===== config.mk =====
export PLATFORM = sky130hd
export DESIGN_NAME = bnn_feat_loader
export DESIGN_NICKNAME = d
export VERILOG_FILES = /design/src/rtl/bnn_pkg.sv /design/src/rtl/bnn_feat_packer.sv /design/src/rtl/bnn_feat_loader.sv
export SDC_FILE = /design/constraint.sdc
export NUM_CORES = 1
export LEC_CHECK = 0
export CAP_MARGIN = 40
export CORE_MARGIN = 2
export CORE_UTILIZATION = 45
export DETAILED_ROUTE_END_ITERATION = 8
export GPL_TIMING_DRIVEN = 0
export PLACE_DENSITY_LB_ADDON = 0.08
export RECOVER_POWER = 100
export SETUP_SLACK_MARGIN = 0.5
export SLEW_MARGIN = 20
export SYNTH_ARGS = -nofsm -noshare
export SYNTH_HDL_FRONTEND = slang
export SYNTH_SLANG_ARGS = --single-unit
export TNS_END_PERCENT = 50

===== constraint.sdc =====
create_clock -name clk -period 2.05 [get_ports clk]
set_clock_uncertainty 0.1 [all_clocks]
set_input_delay 0.3075 -clock clk [delete_from_list [all_inputs] [get_ports clk]]
set_output_delay 0.3075 -clock clk [all_outputs]
set_load 0.01 [all_outputs]

===== src/rtl/bnn_pkg.sv =====
// Shared types and constants for the seq_bnn feature loader.
package bnn_pkg;

  typedef enum logic [1:0] {
    LOAD = 2'd0,
    KICK = 2'd1,
    WAIT = 2'd2,
    HOLD = 2'd3
  } state_t;

  localparam int FEAT_BITS = 4;

  function automatic int pred_w(input int class_cnt);
    return $clog2(class_cnt);
  endfunction

endpackage


===== src/rtl/bnn_feat_packer.sv =====
// Feature slot register file exposing the packed vector for seq_bnn.
module bnn_feat_packer #(
  parameter int FEAT_CNT  = 11,
  parameter int FEAT_BITS = 4,
  parameter int IW        = 4
) (
  input  logic                          clk,
  input  logic                          rst,
  input  logic                          i_we,
  input  logic [IW-1:0]                 i_idx,
  input  logic [FEAT_BITS-1:0]          i_data,
  output logic [FEAT_CNT*FEAT_BITS-1:0] o_features
);

  logic [FEAT_BITS-1:0] r_slot [FEAT_CNT];

  always_ff @(posedge clk or posedge rst) begin
    if (rst) begin
      for (int i = 0; i < FEAT_CNT; i++)
        r_slot[i] <= '0;
    end else if (i_we) begin
      for (int i = 0; i < FEAT_CNT; i++)
        if (i_idx == IW'(i))
          r_slot[i] <= i_data;
    end
  end

  for (genvar g = 0; g < FEAT_CNT; g++) begin : g_slot
    assign o_features[g*FEAT_BITS +: FEAT_BITS] = r_slot[g];
  end

endmodule


===== src/rtl/bnn_feat_loader.sv =====
// Streams a sample into seq_bnn, times the inference and hands off the class.
module bnn_feat_loader #(
  parameter int FEAT_CNT       = 11,
  parameter int FEAT_BITS      = bnn_pkg::FEAT_BITS,
  parameter int CLASS_CNT      = 7,
  parameter int COMPUTE_CYCLES = 49,
  localparam int PW            = bnn_pkg::pred_w(CLASS_CNT)
) (
  input  logic                          clk,
  input  logic                          rst,
  input  logic                          in_valid,
  output logic                          in_ready,
  input  logic [FEAT_BITS-1:0]          in_data,
  input  logic                          in_last,
  output logic [FEAT_CNT*FEAT_BITS-1:0] bnn_features,
  output logic                          bnn_rst,
  input  logic [PW-1:0]                 bnn_prediction,
  output logic                          out_valid,
  input  logic                          out_ready,
  output logic [PW-1:0]                 out_class,
  output logic                          frame_err
);

  import bnn_pkg::*;

  localparam int IW = (FEAT_CNT > 1) ? $clog2(FEAT_CNT) : 1;
  localparam int CW = $clog2(COMPUTE_CYCLES + 1);
  localparam logic [IW-1:0] LAST_IDX = IW'(FEAT_CNT - 1);
  localparam logic [CW-1:0] CNT_END  = CW'(COMPUTE_CYCLES - 1);

  state_t        r_state, w_state;
  logic [IW-1:0] r_idx, w_idx;
  logic [CW-1:0] r_cnt, w_cnt;
  logic [PW-1:0] r_out_class, w_out_class;
  logic          r_drop, w_drop;
  logic          r_bnn_rst, w_bnn_rst;
  logic          r_out_valid, w_out_valid;
  logic          r_frame_err, w_frame_err;
  logic          r_run;
  logic          w_acc;
  logic          w_we;

  // r_run keeps in_ready low until the first edge after reset release
  assign in_ready  = r_run & (r_state == LOAD);
  assign w_acc     = in_valid & in_ready;
  assign bnn_rst   = r_bnn_rst;
  assign out_valid = r_out_valid;
  assign out_class = r_out_class;
  assign frame_err = r_frame_err;

  always_comb begin
    w_state     = r_state;
    w_idx       = r_idx;
    w_cnt       = r_cnt;
    w_drop      = r_drop;
    w_bnn_rst   = r_bnn_rst;
    w_out_valid = r_out_valid;
    w_out_class = r_out_class;
    w_frame_err = r_frame_err;
    w_we        = 1'b0;
    unique case (r_state)
      LOAD: begin
        w_bnn_rst = 1'b1;
        if (w_acc && r_drop) begin
          if (in_last)
            w_drop = 1'b0;
        end else if (w_acc) begin
          w_we = 1'b1;
          if (r_idx == LAST_IDX) begin
            w_idx = '0;
            if (in_last) begin
              w_state = KICK;
            end else begin
              w_frame_err = 1'b1;
              w_drop      = 1'b1;
            end
          end else if (in_last) begin
            w_idx       = '0;
            w_frame_err = 1'b1;
          end else begin
            w_idx = r_idx + 1'b1;
          end
        end
      end
      KICK: begin
        w_state   = WAIT;
        w_cnt     = '0;
        w_bnn_rst = 1'b0;
      end
      WAIT: begin
        if (r_cnt == CNT_END) begin
          w_out_class = bnn_prediction;
          w_out_valid = 1'b1;
          w_state     = HOLD;
        end else begin
          w_cnt = r_cnt + 1'b1;
        end
      end
      HOLD: begin
        if (out_ready) begin
          w_out_valid = 1'b0;
          w_bnn_rst   = 1'b1;
          w_state     = LOAD;
        end
      end
      default: w_state = LOAD;
    endcase
  end

  always_ff @(posedge clk or posedge rst) begin
    if (rst) begin
      r_state     <= LOAD;
      r_idx       <= '0;
      r_cnt       <= '0;
      r_drop      <= 1'b0;
      r_bnn_rst   <= 1'b1;
      r_out_valid <= 1'b0;
      r_out_class <= '0;
      r_frame_err <= 1'b0;
      r_run       <= 1'b0;
    end else begin
      r_state     <= w_state;
      r_idx       <= w_idx;
      r_cnt       <= w_cnt;
      r_drop      <= w_drop;
      r_bnn_rst   <= w_bnn_rst;
      r_out_valid <= w_out_valid;
      r_out_class <= w_out_class;
      r_frame_err <= w_frame_err;
      r_run       <= 1'b1;
    end
  end

  bnn_feat_packer #(
    .FEAT_CNT (FEAT_CNT),
    .FEAT_BITS(FEAT_BITS),
    .IW       (IW)
  ) u_packer (
    .clk       (clk),
    .rst       (rst),
    .i_we      (w_we),
    .i_idx     (r_idx),
    .i_data    (in_data),
    .o_features(bnn_features)
  );

endmodule


==> results.sh <==
export IMPL_grt_max_degree=32
export IMPL_grt_pass1_vias=2075
export IMPL_postCtsHoldBufs=0
export IMPL_viasPerCell=5.174
export IMPL_min_period_over_period=0.9778
export IMPL_grtUsageTotal=0.1892
export IMPL_cts_sinks=64
export IMPL_synth_area_leaders="dfrtp_1, mux2_2, ha_1, mux2_1, nand3_1"
export IMPL_yosysTopAreaCellShare=0.5588
export IMPL_ys_types=43
export IMPL_antenna_found_initial=0
export IMPL_syn_avg_cell_area_um2=13.31
export IMPL_slew_violations=0
export IMPL_portBuffers=62
export IMPL_max_slew_margin=0.4865
export IMPL_grt_overflow=0
export IMPL_synth_top_family_by_area="multiplexers"
export IMPL_crit_fanout=4
export IMPL_drv_cap=0
export IMPL_cts_clk_slew_worst_paths_ns=0.07
export IMPL_synth_async_reset_ratio=1.000
export IMPL_path_buf_inv=3
export IMPL_critPathRequiredTime_ns=2.17
export IMPL_vias=2049
export IMPL_hold_class="input pin to asynchronous set/reset pin"
export IMPL_dpl_cell_area_um2=3580
export IMPL_synth_compound_area_frac=0.06430
export IMPL_synth_common_cells="dfrtp_1, mux2_2, ha_1, inv_1, nand3_1"
export IMPL_chipHeight_um=83.18
export IMPL_firstDrtPassIters=4
export IMPL_htree_levels=3
export IMPL_slowest_delay_ns=0.41
export IMPL_path_class="register to register"
export IMPL_crit_arrival_ns=2.13
export IMPL_synth_seq_area_share=0.5681
export IMPL_insertion_delay_ns=0.34
export IMPL_core_um2=5991
export IMPL_dp_hpwl_um=4060
export IMPL_rows=28
export IMPL_synth_edff_count=0
export IMPL_status="complete, no violations"
export IMPL_hold_ws_ns=0.2937
export IMPL_critPathLaunchType="register"
export IMPL_cts_buffers=9
export IMPL_dpl_cell_count=351
export IMPL_synth_nets=235
export IMPL_cpMostUsedCell="buf_6"
export IMPL_final_cell_area_um2=4172
export IMPL_rsz0062_at_grt="true"
export IMPL_cts_tree="yes"
export IMPL_synth_area_um2=2821
export IMPL_synth_xor_area_share=0.006208
export IMPL_ys_warn_count=0
export IMPL_instances_no_fill=396
export IMPL_p_leak_nw=2.042
export IMPL_p_per_area_nw_per_um2=1193
export IMPL_ctsRootBufferMaster="clkbuf_8"
export IMPL_grt_pass1_wl_um=10310
export IMPL_synth_fa_ha_area_frac=0.04878
export IMPL_crit_path_top_delay_cell="dfrtp_1"
export IMPL_max_freq_mhz=498.9
export IMPL_critPathCaptureType="register"
export IMPL_cp_top_family="simple AND/OR/NAND/NOR gates"
export IMPL_yosys_cell_count_top_type="dfrtp_1"
export IMPL_finish_utilization=0.6963
export IMPL_hold_viol=0
export IMPL_path_cells="inv_2 > ha_4 > buf_6 > nand4b_4 > nor3b_4 > buf_6 > nand2_4 > mux2_4"
export IMPL_antenna_left=0
export IMPL_cts_buffer_depth=2
export IMPL_initial_core_util=0.4710
export IMPL_synthCells=212
export IMPL_synthSimpleGateAreaFrac=0.08780
export IMPL_finalSetupTns_ns=0
export IMPL_drc_errors=0
export IMPL_finalSetupViolCount=0
export IMPL_drive_gt1_frac=0.3832
export IMPL_yosys_area_top_type="dfrtp_1"
export IMPL_num_nets_final=339
export IMPL_fin_crit_ns=2.004
export IMPL_gp_congestion=0.7556
export IMPL_avgRoutedWirePerCell_um=16.44
export IMPL_syn_to_final_growth_pct=47.85
export IMPL_drtIter0Drc=98
export IMPL_io_pins=63
export IMPL_synth_seq_cells=64
export IMPL_ir_drop_mv=0.7739
export IMPL_antenna_cells=0
export IMPL_die_area_um2=6919
export IMPL_worstMarginPinSlew_ns=0.7702
export IMPL_synth_ff_type="dfrtp_1"
export IMPL_die_w_um=83.18
export IMPL_wirelength_um=6510
export IMPL_synthMuxAreaShare=0.1965
## flip-flops by register name (all words and copies together), names as in the netlist
name / count
r_drop: 1
frame_err: 1
r_run: 1
u_packer.o_features: 44
r_cnt: 6
r_idx: 4
out_valid: 1
r_state: 2
bnn_rst: 1
out_class: 3
## repair_timing
item,4_1_cts,5_1_grt
setup endpoints to repair,111,109
gates cloned,0,0
hold endpoints to repair,0,0
gates resized for setup,56,37
pin swaps,9,10
buffers inserted,19,10
## through the flow
step / power, W / setup slack (ns)
floorplan: 0.002753 / 0.1103
global placement: 0.003489 / -0.1742
detailed placement: 0.003540 / -0.1997
CTS: 0.004935 / 0.1020
global route: 0.005254 / -0.009298
finish: 0.004979 / 0.04551
## routing by layer
layer / track usage / share of wire / vias to the layer above
met5: 0 / 0 / -
met4: 0.07154 / 0.013 / 0
met3: 0.05070 / 0.035 / 9
met2: 0.3123 / 0.50 / 42
met1: 0.2386 / 0.45 / 1043
li1: - / - / 955
## path summary, 6_finish.rpt
| kind | startpoint | to | slack (ns) | cells past startpoint |
|---|---|---|---|---|
| max | r_state[1] | u_packer.o_features[18] | 0.05 | 8 |
| min | rst | u_packer.o_features[0] | 0.29 | 2 |
| max reg2reg | r_state[1] | u_packer.o_features[18] | 0.05 | 8 |
| min reg2reg | frame_err | frame_err | 0.37 | 1 |
| max in group asynchronous | rst | u_packer.o_features[30] | 0.50 | 3 |
| min in group clk | frame_err | frame_err | 0.37 | 1 |
## placed cells by master (no fill, tap or decap), drive strengths merged, types with 2 or more instances in the layout
master,instances
xor2,2
clkdlybuf4s25,6
nand2,8
clkdlybuf4s50,10
a21oi,4
dlygate4sd2,3
o21ai,8
ha,11
dfrtp,63
clkinv,4
dlygate4sd3,42
nand3,10
nor3,4
clkbuf,21
nor2,4
mux2,48
and2,6
inv,10
buf,31
and3,2
## logic make-up after synthesis
family / count (synthesis)
buf+inv: 19
other cells: 1
mux: 49
simple gates: 43
xor+xnor: 2
fa+ha+maj: 11
flops: 64
compound gates: 23
## report_power, final
part           switching (W)  internal, W
Clock               0.000475     0.000464
Combinational       0.000930      0.00128
Sequential          0.000205      0.00162
Total                0.00161      0.00337
## final cells by class
class	instances	area (um^2)
timing repair buffer	93	853.3
inverter	11	42.54
tap	75	93.84
clock inverter	4	20.02
multi-input combinational	129	1364
buffer	8	50.05
sequential	64	1603
clock buffer	12	145.1
fill	436	1819
(Power assumes the default switching activity.)
==> variant 1: new RTL, same flow settings <==
Register the output `frame_err` once more; this adds one clock of latency there. The other outputs are not delayed to match.
--- a/src/rtl/bnn_feat_loader.sv
+++ b/src/rtl/bnn_feat_loader.sv
@@ -46,7 +46,9 @@
   assign bnn_rst   = r_bnn_rst;
   assign out_valid = r_out_valid;
   assign out_class = r_out_class;
-  assign frame_err = r_frame_err;
+  always_ff @(posedge clk) begin
+    frame_err <= r_frame_err;
+  end
 
   always_comb begin
     w_state     = r_state;
Check against the original RTL: not equivalent (Yosys sat finds a counterexample within 4 cycles, from zero or initial values and one cycle with rst high).
==> variant 1 against the original RTL <==
  * Setup slack worse by 0.016 ns
  * Total power increased by 7.7%
  * Critical path type unchanged
  * Cell area grew 3.6%
  * Sequential cell count grew 1
  * Maximum frequency is 0.81% lower
  * Synthesized cell count is 0.47% higher
  * Wire length rose by 2.2%
  * Largest cell class unchanged
  * Synthesized area up 0.71%
  * Sequential power grew 3%
==> variant 1: results (changes against the original RTL) <==
H-tree level count=3 (unchanged); largest stage delay on the critical path=0.40 ns; worst slew pin tran=1.01 ns (+0.237 ns); Tot GR Track Use=19.8% (+0.85 points); Synth async-reset ratio=98.5% (-1.5 points); status=finished clean; grt met3 use=6.73% (+1.7 points); peak supply drop=748 uV (-3.3%); vias per inst=5.14 (-0.65%); CP delay by family, top=compound AO/OA/AOI/OAI gates; Unique masters post-synth=44 (+2.3%); clk slew on worst S/H paths=0.07 ns (about the same); largest net degree at the start of global routing=26 (-19%); max reg flops=44 (unchanged); Final Hold Vio Count=0 (unchanged); Nets=341 (+0.59%); Cells after DPL=352 (+0.28%); post-synthesis sequential area ratio=57.1% (+0.30 points); dpl cell area=3610 um^2 (+0.77%); crit path from=r_cnt[1]; syn_nets=236 (+0.43%); syn avg cell area=13.3 um^2 (+0.24%); port buffer count=62 (unchanged); Crit-path slowest cell=dfrtp_1; Place WS=-0.177 ns (+0.0227 ns); DPL Wire Length=3.97 mm (-2.3%); Crit Path Max Fanout=3 (-1); CTS buffer count=9 (unchanged); Diodes inserted=0 (unchanged); drt first pass iters=4 (unchanged); routed length per placed instance=16.7 um (+1.7%); RePlAce Congestion=0.776 (+2.6%); ranking of synthesized cells by area=dfrtp_1, mux2_2, ha_1, mux2_1, nand3_1; Hold Crit Start=r_frame_err; M1 GR Usage=26.1% (+2.2 points); share of layout cells above drive strength 1=41.8% (+3.5 points); vias=2,046 (-0.15%); Synth Register Bits=65 (+1.6%); leak pwr=1.98 nW (-3.3%); met2 Resource Use GR=31.5% (+0.29 points); clk root buf=clkbuf_8; Hold WC Path Type=flip-flop to flip-flop; CTS Buffer Depth=2 (unchanged); top_reg_cell synth=dfrtp_1; most frequent cells after synthesis=dfrtp_1, mux2_2, ha_1, inv_1, nand3_1; initial drt markers=32 (-67%); first-pass GRT wire length=10.7 mm (+3.8%)
==> variant 1: routing by layer <==
layer | vias up | part of all wire [%]
met5 | - | 0
met4 | 0 | 2.4
met3 | 12 | 3.7
met2 | 51 | 50
met1 | 1020 | 44
li1 | 963 | -
==> variant 1: final timing paths <==
check,to,slack [ns],cells past startpoint
worst max-delay path,r_state[1],0.03,6
worst min-delay path,frame_err,0.28,0
worst max register to register,r_state[1],0.03,6
worst min register to register,frame_err,0.28,0
max in group asynchronous,u_packer.o_features[12],0.39,4
min in group asynchronous,u_packer.o_features[3],0.49,2
==> variant 1: repair_timing <==
action / 4_1_cts / 5_1_grt
resized for setup: 74 / 27
pin swaps: 15 / 13
setup buffers: 22 / 8
hold buffers: 0 / 0
setup endpoints to repair: 110 / 110
==> variant 1: area by class of cell <==
| cell class | count | area, um^2 |
|---|---|---|
| clock inverter | 5 | 55.1 |
| inverter | 11 | 42.5 |
| clock buffer | 11 | 141 |
| tap | 75 | 93.8 |
| multi-input combinational | 129 | 1420 |
| timing repair buffer | 94 | 901 |
| sequential | 65 | 1620 |
| buffer | 8 | 47.5 |
| fill | 425 | 1700 |
==> variant 1: kinds of logic after synthesis <==
logic type,synth area share (%)
AOI/OAI and AO/OA,6.39
muxes,19.5
xor gates and xnor gates,0.617
DFF,57.1
buffers and inverters,2.69
other,0.132
adders and majority gates,4.84
and+or+nand+nor,8.72
==> variant 1: power breakdown <==
| group | switching [mW] | internal (mW) | total (mW) |
|---|---|---|---|
| clock network | 0.503 | 0.591 | 1.09 |
| logic | 0.970 | 1.42 | 2.39 |
| registers | 0.233 | 1.65 | 1.88 |
| total | 1.71 | 3.66 | 5.36 |
==> variant 2: new RTL, config.mk and constraints unchanged <==
Without the edit above. Set the parameter `COMPUTE_CYCLES` to 98 (it was 49).
--- a/src/rtl/bnn_feat_loader.sv
+++ b/src/rtl/bnn_feat_loader.sv
@@ -3,7 +3,7 @@
   parameter int FEAT_CNT       = 11,
   parameter int FEAT_BITS      = bnn_pkg::FEAT_BITS,
   parameter int CLASS_CNT      = 7,
-  parameter int COMPUTE_CYCLES = 49,
+  parameter int COMPUTE_CYCLES = 98,
   localparam int PW            = bnn_pkg::pred_w(CLASS_CNT)
 ) (
   input  logic                          clk,
Behaviour: same outputs for any inputs over 10 cycles, from zero or initial values and one cycle with rst high; that may be too few to reach the edited logic, so the function may still have changed.
==> variant 2 against the original RTL <==
  * Highest routed layer unchanged
  * Synthesized area rose by 1.4%
  * Count of clock-buffer cells in the layout fell by 2
  * Wire length fell by 7.7%
  * Setup slack improved by 0.13 ns
  * Total power rose by 0.44%
  * First-iteration DRC count fell by 41%
  * Final cell count did not move
  * Cell area fell by 2.4%
  * Sequential cell count rose by 1
  * Combinational power fell by 12%
==> variant 2: results (changes against the original RTL) <==
Diodes inserted=0 (unchanged); worst slew pin tran=0.834 ns (+0.0637 ns); first-pass GRT wire length=10.2 mm (-1.3%); initial drt markers=58 (-41%); drt first pass iters=4 (unchanged); Nets=337 (-0.59%); r2r worst-path depth=7 (-1); largest net degree at the start of global routing=35 (+9.4%); reg2reg end=u_packer.o_features[0]; number of remaining DRC errors=0 (unchanged); vias per inst=5.14 (-0.68%); H-tree level count=3 (unchanged); syn_nets=245 (+4.3%); clk slew on worst S/H paths=0.07 ns (about the same); RePlAce Congestion=0.722 (-4.4%); Setup Viol. Count Final=0 (unchanged); share of layout cells above drive strength 1=31.7% (-6.7 points); routed length per placed instance=15.2 um (-7.7%); peak supply drop=741 uV (-4.2%); ranking of synthesized cells by area=dfrtp_1, mux2_2, ha_1, a21oi_1, nand2_1; DPL Wire Length=3.97 mm (-2.3%); Hold WC Path Type=input pin to async pin; FILL cells=484 (+11%); reg-to-reg startpoint=r_state[1]; WP data arrival=2.00 ns (-0.13 ns); dpl cell area=3620 um^2 (+1.2%); Tot GR Track Use=18.4% (-0.51 points); CTS buffer count=9 (unchanged); switching part of the total=31.9% (-0.40 points); Yosys warnings=0 (unchanged); clk root buf=clkbuf_8; Crit Path Max Fanout=6 (+2); Skew-Pair Late Insertion Delay=0.33 ns; Min Hold Slack=0.203 ns (-0.0903 ns); CTS Buffer Depth=2 (unchanged); post-synthesis sequential area ratio=56.9% (+0.080 points); Cells after DPL=363 (+3.4%); leak pwr=1.99 nW (-2.7%); Synth async-reset ratio=100% (unchanged); status=finished clean; cells after synthesis=222 (+4.7%); Final WS setup=0.171 ns (+0.126 ns); most frequent cells after synthesis=dfrtp_1, mux2_2, nand2_1; Unique masters post-synth=35 (-19%); Place WS=-0.286 ns (-0.0864 ns); max cap viols=0 (unchanged); initial antenna violation count=0 (unchanged); vias=2,035 (-0.68%); max reg flops=44 (unchanged); port buffer count=62 (unchanged)
[variant 2: cell count changes after synthesis, moves of 4 or more]
cell	delta
nand2_1	+4
and2_1	-4
a21oi_1	+6
nand3_1	-5
clkbuf_1	+4
mux2_2	+6
mux2_1	-6
[variant 2: cell type report]
type	instances	area [um^2]	area share, %
Sequential cell	65	1630	40.1
Inverter	10	38.8	0.953
Multi-Input combinational cell	139	1290	31.7
Buffer	8	40.0	0.983
Clock inverter	6	91.3	2.24
Clock buffer	10	128	3.13
Tap cell	77	96.3	2.37
Timing Repair Buffer	81	757	18.6
[variant 2: cell families after synthesis]
group                      count (synthesis)  share of synthesized area [%]
and+or+nand+nor                           49                           9.71
AOI/OAI and AO/OA                         26                           5.73
adders and majority gates                 11                           4.81
other                                      1                          0.131
buffers and inverters                     18                           2.36
xor gates and xnor gates                   1                          0.306
DFF                                       65                           56.9
muxes                                     51                           20.1
[variant 2: worst max-delay path by stage]
stage / end / cells past startpoint / startpoint
after floorplan: u_packer.o_features[12] / 5 / r_state[0]
after global placement: u_packer.o_features[15] / 4 / in_valid
after detailed placement: u_packer.o_features[23] / 6 / r_state[0]
after CTS: r_state[1] / 4 / r_cnt[2]
after global routing: u_packer.o_features[21] / 8 / r_state[1]
final: u_packer.o_features[0] / 7 / r_state[1]
[variant 2: power groups by stage]
stage / registers (mW) / clock network, mW / logic (mW)
finish: 1.88 / 1.18 / 1.94
global route: 1.93 / 1.28 / 2.12
CTS: 1.91 / 1.22 / 2.07
detailed placement: 1.93 / 0 / 1.76
global placement: 1.92 / 0 / 1.74
floorplan: 2.04 / 0 / 0.821
[variant 2: what timing repair did]
item                                    CTS  global route
cloned                                    0             0
endpoints found under the setup margin  113           113
resized for setup                        60            18
setup buffers                            12             5
hold buffers                              0             0
pin swaps                                 9             5
[variant 2: worst max-delay path, cell delays in order (launching register included)]
cell and delay, ns:
dfrtp_1 0.40, inv_1 0.13, ha_4 0.15, nand4b_1 0.10, buf_6 0.16, nor3_4 0.15
and2_2 0.26, mux2_4 0.31
[variant 2: per-layer routing]
| layer | vias up | GRT usage (%) | wire length, um |
|---|---|---|---|
| met4 | 0 | 5.28 | 74 |
| met3 | 11 | 6.03 | 265 |
| li1 | 963 | - | - |
| met2 | 38 | 30.0 | 3030 |
| met5 | - | 0 | 0 |
| met1 | 1023 | 23.6 | 2640 |
